### src/rtl/deserial_if.sv
// deserial_if -- serial-in / parallel-out bus between a bit source and the
// deserializer.
//   i_val  serial data bit          i_stp  bit strobe
//   i_syn  word-alignment marker    i_rdy  downstream ready
//   i_clr  clear sticky overflow
//   o_val  parallel word            o_stp  word valid (held until consumed)
//   o_cnt  bits in partial word     o_ovf  sticky overflow
// master: bit source / consumer side; slave: the deserializer.
interface deserial_if #(
   parameter int p_width = 8
) ();
   logic                           i_val;
   logic                           i_stp;
   logic                           i_syn;
   logic                           i_rdy;
   logic                           i_clr;
   logic [p_width-1:0]             o_val;
   logic                           o_stp;
   logic [$clog2(p_width+1)-1:0]   o_cnt;
   logic                           o_ovf;

   modport master (
      output i_val, i_stp, i_syn, i_rdy, i_clr,
      input  o_val, o_stp, o_cnt, o_ovf
   );

   modport slave (
      input  i_val, i_stp, i_syn, i_rdy, i_clr,
      output o_val, o_stp, o_cnt, o_ovf
   );
endinterface

### src/rtl/deserial.sv
// deserial -- LSB-first serial-to-parallel converter with a one-word holding
// register, ready/valid output and sticky overflow.
// Ports:
//   i_clk  rising-edge clock
//   i_rst  synchronous active-low reset
//   bus    deserial_if.slave (serial input, handshake, parallel output)
//
// Receive FSM
//   state | meaning
//   IDLE  | no bits of a word held, o_cnt = 0
//   RECV  | partial word held, 0 < o_cnt < p_width
// Output FSM
//   state | meaning
//   EMPTY | no word held, o_stp = 0
//   FULL  | word held on o_val, o_stp = 1 until consumed
module deserial #(
   parameter int p_width = 8
) (
   input  logic       i_clk,
   input  logic       i_rst,
   deserial_if.slave  bus
);
   localparam int CW = $clog2(p_width + 1);
   localparam logic [CW-1:0] c_last = CW'(p_width - 1);

   typedef enum logic { RX_IDLE, RX_RECV } rx_state_t;
   typedef enum logic { OUT_EMPTY, OUT_FULL } out_state_t;

   rx_state_t          rx_state_q, rx_state_d;
   out_state_t         out_state_q, out_state_d;
   logic [CW-1:0]      cnt_q, cnt_d;
   logic [p_width-1:0] shift_q, shift_d;
   logic [p_width-1:0] word_q, word_d;
   logic               ovf_q, ovf_d;

   logic               complete;
   logic [p_width-1:0] shifted;

   always_ff @(posedge i_clk) begin
      if (!i_rst) begin
         rx_state_q  <= RX_IDLE;
         out_state_q <= OUT_EMPTY;
         cnt_q       <= '0;
         shift_q     <= '0;
         word_q      <= '0;
         ovf_q       <= 1'b0;
      end else begin
         rx_state_q  <= rx_state_d;
         out_state_q <= out_state_d;
         cnt_q       <= cnt_d;
         shift_q     <= shift_d;
         word_q      <= word_d;
         ovf_q       <= ovf_d;
      end
   end

   // Bits enter at the MSB and move right, so after p_width strobes the
   // first bit has reached bit 0.
   assign shifted = {bus.i_val, shift_q[p_width-1:1]};

   always_comb begin
      rx_state_d = rx_state_q;
      cnt_d      = cnt_q;
      shift_d    = shift_q;
      complete   = 1'b0;
      if (bus.i_syn) begin
         if (bus.i_stp) begin
            // New word starts with this bit; p_width >= 2 so it cannot complete.
            shift_d    = {bus.i_val, {(p_width-1){1'b0}}};
            cnt_d      = CW'(1);
            rx_state_d = RX_RECV;
         end else begin
            shift_d    = '0;
            cnt_d      = '0;
            rx_state_d = RX_IDLE;
         end
      end else if (bus.i_stp) begin
         if (cnt_q == c_last) begin
            complete   = 1'b1;
            shift_d    = '0;
            cnt_d      = '0;
            rx_state_d = RX_IDLE;
         end else begin
            shift_d    = shifted;
            cnt_d      = cnt_q + CW'(1);
            rx_state_d = RX_RECV;
         end
      end
   end

   always_comb begin
      out_state_d = out_state_q;
      word_d      = word_q;
      ovf_d       = ovf_q;
      if (bus.i_clr) begin
         ovf_d = 1'b0;
      end
      case (out_state_q)
         OUT_EMPTY: begin
            if (complete) begin
               word_d      = shifted;
               out_state_d = OUT_FULL;
            end
         end
         OUT_FULL: begin
            if (complete && bus.i_rdy) begin
               word_d = shifted;
            end else if (complete) begin
               // New word dropped; overflow set takes priority over clear.
               ovf_d = 1'b1;
            end else if (bus.i_rdy) begin
               out_state_d = OUT_EMPTY;
            end
         end
         default: out_state_d = OUT_EMPTY;
      endcase
   end

   assign bus.o_val = word_q;
   assign bus.o_stp = (out_state_q == OUT_FULL);
   assign bus.o_cnt = cnt_q;
   assign bus.o_ovf = ovf_q;
endmodule

### src/flat_wrapper.sv
// flat-port wrapper written by rule: the top's interface ports become plain ports
module deserial_flat 
#(
   parameter int p_width = 8
)
  (i_clk, i_rst, bus_i_val, bus_i_stp, bus_i_syn, bus_i_rdy, bus_i_clr, bus_o_val, bus_o_stp, bus_o_cnt, bus_o_ovf);
  deserial_if #(.p_width(p_width)) bus_i ();
  input  logic i_clk;
  input  logic i_rst;
  input wire logic [$bits(bus_i.i_val)-1:0] bus_i_val;
  input wire logic [$bits(bus_i.i_stp)-1:0] bus_i_stp;
  input wire logic [$bits(bus_i.i_syn)-1:0] bus_i_syn;
  input wire logic [$bits(bus_i.i_rdy)-1:0] bus_i_rdy;
  input wire logic [$bits(bus_i.i_clr)-1:0] bus_i_clr;
  output wire logic [$bits(bus_i.o_val)-1:0] bus_o_val;
  output wire logic [$bits(bus_i.o_stp)-1:0] bus_o_stp;
  output wire logic [$bits(bus_i.o_cnt)-1:0] bus_o_cnt;
  output wire logic [$bits(bus_i.o_ovf)-1:0] bus_o_ovf;
  assign bus_i.i_val = bus_i_val;
  assign bus_i.i_stp = bus_i_stp;
  assign bus_i.i_syn = bus_i_syn;
  assign bus_i.i_rdy = bus_i_rdy;
  assign bus_i.i_clr = bus_i_clr;
  assign bus_o_val = bus_i.o_val;
  assign bus_o_stp = bus_i.o_stp;
  assign bus_o_cnt = bus_i.o_cnt;
  assign bus_o_ovf = bus_i.o_ovf;
  deserial #(.p_width(p_width)) u_core (.i_clk(i_clk), .i_rst(i_rst), .bus(bus_i));
endmodule
### config.mk
export PLATFORM = sky130hd
export DESIGN_NAME = deserial_flat
export DESIGN_NICKNAME = d
export VERILOG_FILES = /design/src/rtl/deserial_if.sv /design/src/rtl/deserial.sv /design/src/flat_wrapper.sv
export SDC_FILE = /design/constraint.sdc
export NUM_CORES = 1
export LEC_CHECK = 0
export CORE_UTILIZATION = 45
export DETAILED_ROUTE_END_ITERATION = 10
export HOLD_SLACK_MARGIN = 0.08
export PLACE_DENSITY = 0.73
export REMOVE_ABC_BUFFERS = 1
export SETUP_SLACK_MARGIN = 0.3
export SYNTH_ARGS = -nofsm -noshare
export SYNTH_HDL_FRONTEND = slang
export SYNTH_SLANG_ARGS = --single-unit
### constraint.sdc
create_clock -name i_clk -period 3.8 [get_ports i_clk]
set_input_delay 0.38 -clock i_clk [delete_from_list [all_inputs] [get_ports i_clk]]
set_output_delay 0.38 -clock i_clk [all_outputs]
set_load 0.01 [all_outputs]
==> results of run 1 <==
routing by layer:
metal,track usage,up-vias
met3,0.07059,5
met5,0,-
li1,-,361
met4,0.06857,0
met2,0.2833,16
met1,0.2241,338
state kept, by name (all words and copies together), names as in the netlist:
name	cells
u_core.bus.o_cnt	4
u_core.bus.o_stp	1
u_core.bus.o_val	8
u_core.shift_q	7
u_core.bus.o_ovf	1
path summary, 6_finish.rpt:
check	from	endpoint
hold reg to reg	u_core.bus.o_val[3]	u_core.bus.o_val[3]
setup reg to reg	u_core.bus.o_cnt[0]	u_core.bus.o_val[5]
setup / recovery	u_core.bus.o_cnt[2]	bus_o_cnt[2]
hold / removal	u_core.bus.o_val[3]	u_core.bus.o_val[3]
cell type report:
cell class / instances / area (um2) / area share
clock inverters: 1 / 5.005 / 0.004410
repair buffers: 20 / 200.2 / 0.1764
inverters: 3 / 11.26 / 0.009923
clock buffers: 3 / 22.52 / 0.01985
flip-flops and latches: 21 / 420.4 / 0.3705
multi-input cells: 65 / 444.2 / 0.3914
well taps: 25 / 31.28 / 0.02756
logic make-up (layout without fill, tap and decap cells):
family / count (synthesis) / in the layout / synth area share
and+or+nand+nor: 40 / 40 / 0.2483
DFF: 21 / 21 / 0.4686
AOI/OAI and AO/OA: 14 / 14 / 0.1227
muxes: 9 / 9 / 0.1004
buffers and inverters: 8 / 27 / 0.03626
adders and majority gates: 1 / 1 / 0.01394
xor gates and xnor gates: 1 / 1 / 0.009765
worst register-to-register path, delay by kind of cell, from the launching register on:
| kind | cells | cell delay (ps) |
|---|---|---|
| adders and majority gates | 1 | 240 |
| DFF | 1 | 430 |
| muxes | 1 | 240 |
| and+or+nand+nor | 2 | 690 |
metrics by stage:
step                      total power (uW)  hold slack (ps)  setup WS, ps    util  area (um2)
after CTS                            364.8            471.6          2071  0.6299        1135
after detailed placement             254.4            446.0          1844  0.6146        1107
final                                358.7            463.8          2087  0.6299        1135
after floorplan                      238.2            437.6          2299       -       875.8
after global placement               253.6            445.2          1864  0.6146        1107
after global routing                 379.5            482.6          1988  0.6299        1135
layout by cell type, fill, tap and decap left out, types with 2 or more instances in the layout:
cell type,n
clkbuf_4,3
dfxtp_1,21
inv_1,3
o21a_1,2
clkdlybuf4s50_1,20
mux2i_1,9
a21boi_0,2
nor2_1,4
nand3_1,2
nor2b_1,8
a32oi_1,6
nand2_1,20
where the power goes:
group,switching (uW),internal [uW]
clock network,70.0,39.4
logic,13.3,12.3
registers,1.82,222
total,85.2,274
==> impl_metrics.json, run 1 <==
{
  "status": "finished clean",
  "critical_path_arrival_ps": 1330,
  "syn_area_per_cell_um2": 9.544,
  "ant_nets": 0,
  "drv_cap": 0,
  "yosysWarnings": 0,
  "drive_gt1_frac": 0.06195,
  "synth_area_leaders": "dfxtp_1 (47%), mux2i_1 (10%), nand2_1 (8.4%)",
  "wl_per_cell_um": 12.18,
  "rr_worst_depth": 4,
  "power_density_nw_per_um2": 316.1,
  "synth_top_area_share": 0.4686,
  "cp.required_ps": 3420,
  "endpoint_kind": "primary output",
  "crit_chain": "clkdlybuf4s50_1",
  "core_area_um2": 1802,
  "grt_pass1_wl_um": 2739,
  "drv_slew": 0,
  "maxUsedRoutingLayer": "met4",
  "chipWidth_um": 46.65,
  "cts_resized": 0,
  "clk_pin_slew_ps": 120,
  "nFillCells": 170,
  "met1_length_um": 767,
  "cts_max_path_buffers": 2,
  "fmax_mhz": 583.9,
  "clock_skew_ps": 13.97,
  "synth_ff_type": "dfxtp_1",
  "cp_top_family": "buffers and inverters",
  "die_area_um2": 2176,
  "hold_path_depth": 2,
  "wl_met3_um": 79,
  "placed_cells": 134,
  "fin_crit_ps": 1713,
  "gp_congestion": 0.7637,
  "layout.nets": 122,
  "dr_wl_met2_um": 810,
  "drt_iter0_drc": 6,
  "vias_per_cell": 5.217,
  "r2r_slack_ps": 2120,
  "grt-ovfl-total": 0,
  "p_leak_uw": 0.0004205,
  "cp_slowest_cell": "clkdlybuf4s50_1",
  "postCtsSetupRepairBufs": 0,
  "worst_ir_drop_vdd_mv": 0.2062,
  "worst_pin_slew_ps": 870.9,
  "syn_inst": 94,
  "cts_max_level": 1,
  "final_cells": 138,
  "cts-root-buf": "clkbuf_4",
  "numPortBuffers": 20,
  "grtUsageTotal": 0.1817,
  "place_hpwl_um": 1135,
  "antenna_found_initial": 0,
  "slew_headroom": 0.4176,
  "cts_tree": "yes",
  "period_share": 0.4507,
  "cpPeakStageDelay_ps": 570,
  "setup_violations": 0,
  "n_antenna_cell": 0,
  "netlist.top_cell.by_area": "dfxtp_1",
  "syn_area_um2": 897.1,
  "grt_pass1_vias": 644,
  "synth-edff-count": 0,
  "cts_sinks": 21,
  "die_h_um": 46.65,
  "crit_cells": 1,
  "start_util": 0.4979,
  "numCtsBuffers": 3,
  "firstDrtPassIters": 4,
  "drc": 0,
  "synth_seq_area_share": 0.4686,
  "rsz0062_at_grt": "false",
  "critical_path_buf_inv_count": 1,
  "io_pins": 21,
  "wl_um": 1681,
  "synth_most_common_cell": "dfxtp_1",
  "rows": 15,
  "hold_viol": 0,
  "vias": 720,
  "cp_max_fo": 4,
  "tns_ps": 0,
  "async_flop_share": 0,
  "path_class": "register to primary output",
  "cts_hold_buffers": 0,
  "area_growth_pct": 26.50,
  "cp-start-kind": "register",
  "clk_latency_ps": 320,
  "grt_max_degree": 30,
  "min_path_type": "register to register",
  "netlist_top_cells_count": "dfxtp_1 (21), nand2_1 (20), mux2i_1 (9)",
  "synth-seq-cells": 21,
  "netlist-cell-type-count": 25
}
No activity file was read; power rests on OpenSTA's default activity.
==> inputs of run 2 (changes only) <==
==> constraint.sdc (replaced) <==
create_clock -name i_clk -period 1.6 [get_ports i_clk]
set_input_delay 0.16 -clock i_clk [delete_from_list [all_inputs] [get_ports i_clk]]
set_output_delay 0.16 -clock i_clk [all_outputs]
set_load 0.01 [all_outputs]
==> run 2 against run 1 <==
Hold slack lost 34 ps. Worst setup slack lost 1800 ps. Critical endpoint is now u_core.bus.o_val[3]. Combinational power grew to 3.1 times the previous value. Via count grew 7.9%. Non-clock buffer count grew 14. Global-route usage grew 0.94 points. Clock skew shrank 6.5 ps. Final cell count grew 10%. Critical path type is now register to register. Final area grew 10%. Power grew 140%.
==> impl_metrics.json, run 2 (synthesis gave the netlist of run 1 again) <==
{
  "dp_slack_ps": 119.0,
  "drc": 0,
  "endpoint_kind": "register",
  "die_area_um2": 2176,
  "cts_max_path_buffers": 2,
  "cts_max_level": 1,
  "period_share": 0.8082,
  "vias_per_cell": 5.112,
  "ant_nets": 0,
  "largest_reg_flops": 8,
  "cp_slowest_cell": "dfxtp_2",
  "cts_sinks": 21,
  "path_class": "register to register",
  "io_pins": 21,
  "grtUsageTotal": 0.1912,
  "numCtsBuffers": 3,
  "critical_path_arrival_ps": 1530,
  "fin_crit_ps": 1293,
  "start_util": 0.4979,
  "clock_skew_ps": 7.513,
  "cp.required_ps": 1840,
  "cts-root-buf": "clkbuf_4",
  "power_density_nw_per_um2": 693.4,
  "rows": 15,
  "cp-start-kind": "register",
  "wl_um": 1927,
  "final_common_cell": "nand2_1",
  "die_h_um": 46.65,
  "fmax_mhz": 773.3,
  "slew_headroom": 0.7788,
  "netSwitchingPower_uw": 206.1,
  "fin_ws_ps": 306.9,
  "firstDrtPassIters": 4,
  "cp_top_family": "flip-flops",
  "clk_latency_ps": 300,
  "setup_violations": 0,
  "cts_tree": "yes",
  "place_hpwl_um": 1270,
  "drive_gt1_frac": 0.2047,
  "tns_ps": 0,
  "clk_pin_slew_ps": 120,
  "grt_pass1_vias": 666,
  "wl_per_cell_um": 12.68,
  "cp_max_fo": 5,
  "p_clk_frac": 0.297,
  "final_cell_mix": "nand2_1 (20), dfxtp_1 (17), dlygate4sd2_1 (13)",
  "sequentialPowerShare": 0.611,
  "crit_chain": "ha_4 > nand3b_4 > nor3_4 > buf_6 > mux2i_1",
  "drv_slew": 0,
  "min_path_type": "input pin to register",
  "chipWidth_um": 46.65,
  "antenna_found_initial": 0,
  "grt_pass1_wl_um": 2925,
  "rsz0062_at_grt": "true",
  "power_frac_comb": 0.092,
  "drt_iter0_drc": 16,
  "cpPeakStageDelay_ps": 380,
  "worst_pin_slew_ps": 331.1,
  "hold_viol": 0,
  "area_growth_pct": 39.47,
  "numPortBuffers": 20,
  "p_int_uw": 661.4,
  "drv_cap": 0,
  "core_area_um2": 1802,
  "n_antenna_cell": 0,
  "worst_ir_drop_vdd_mv": 0.4910,
  "grt-ovfl-total": 0,
  "gp_congestion": 0.7488,
  "status": "finished clean",
  "critical_path_buf_inv_count": 1,
  "layout.nets": 136,
  "p_leak_uw": 0.0005554,
  "grt_max_degree": 30,
  "vias": 777,
  "netSwitchingFraction": 0.2376
}
-- run 2: path summary, 6_finish.rpt --
| kind | start | cells after the start | to | slack [ps] |
|---|---|---|---|---|
| max | u_core.bus.o_cnt[0] | 5 | u_core.bus.o_val[3] | 310 |
| min | bus_i_val | 3 | u_core.bus.o_val[7] | 430 |
| max reg2reg | u_core.bus.o_cnt[0] | 5 | u_core.bus.o_val[3] | 310 |
| min reg2reg | u_core.bus.o_val[0] | 2 | u_core.bus.o_val[0] | 460 |
-- run 2: metal layers --
metal	part of all wire	vias to the layer above	global-route usage
li1	-	389	-
met1	0.46	369	0.2452
met2	0.50	17	0.3111
met3	0.044	2	0.03529
met4	0.0031	0	0.08000
met5	0	-	0
-- run 2: area by class of cell --
class                      instances  area [um2]
inverter                           3       11.26
sequential                        21       427.9
multi-input combinational         65       456.7
fill                             159       550.5
clock inverter                     1       5.005
clock buffer                       3       22.52
timing repair buffer              34       296.5
tap                               25       31.28
-- run 2: per-stage QoR --
stage / cells / hold WS (ps) / total power [uW] / util / instance area (um2)
final: 152 / 429.5 / 867.6 / 0.6944 / 1251
after global routing: 152 / 437.5 / 904.3 / 0.6944 / 1251
after CTS: 149 / 424.3 / 872.8 / 0.6757 / 1217
after detailed placement: 141 / 449.3 / 612.2 / 0.6438 / 1160
after global placement: 141 / 445.3 / 610.0 / 0.6438 / 1160
after floorplan: 89 / 277.5 / 565.6 / - / 875.8
-- run 2: worst register-to-register path: stages (launching register included) --
cell      delay, ps
dfxtp_2         380
ha_4            150
nand3b_4        110
nor3_4          240
buf_6           160
mux2i_1         180
-- run 2: what timing repair did --
item | 4_1_cts | 5_1_grt
pin swaps | 2 | 2
cloned | 0 | 0
setup endpoints to repair | 27 | 9
resized for setup | 22 | 2
hold buffers | 0 | 0
setup buffers | 4 | 3
endpoints found under the hold margin | 0 | 0
-- run 2: power by group through the flow --
| stage | Clock, uW | Sequential [uW] | Combinational, uW |
|---|---|---|---|
| floorplan | 0 | 543 | 22.3 |
| global placement | 0 | 543 | 67.1 |
| detailed placement | 0 | 543 | 68.8 |
| CTS | 268 | 529 | 75.9 |
| global route | 287 | 530 | 87.3 |
| finish | 258 | 530 | 79.9 |
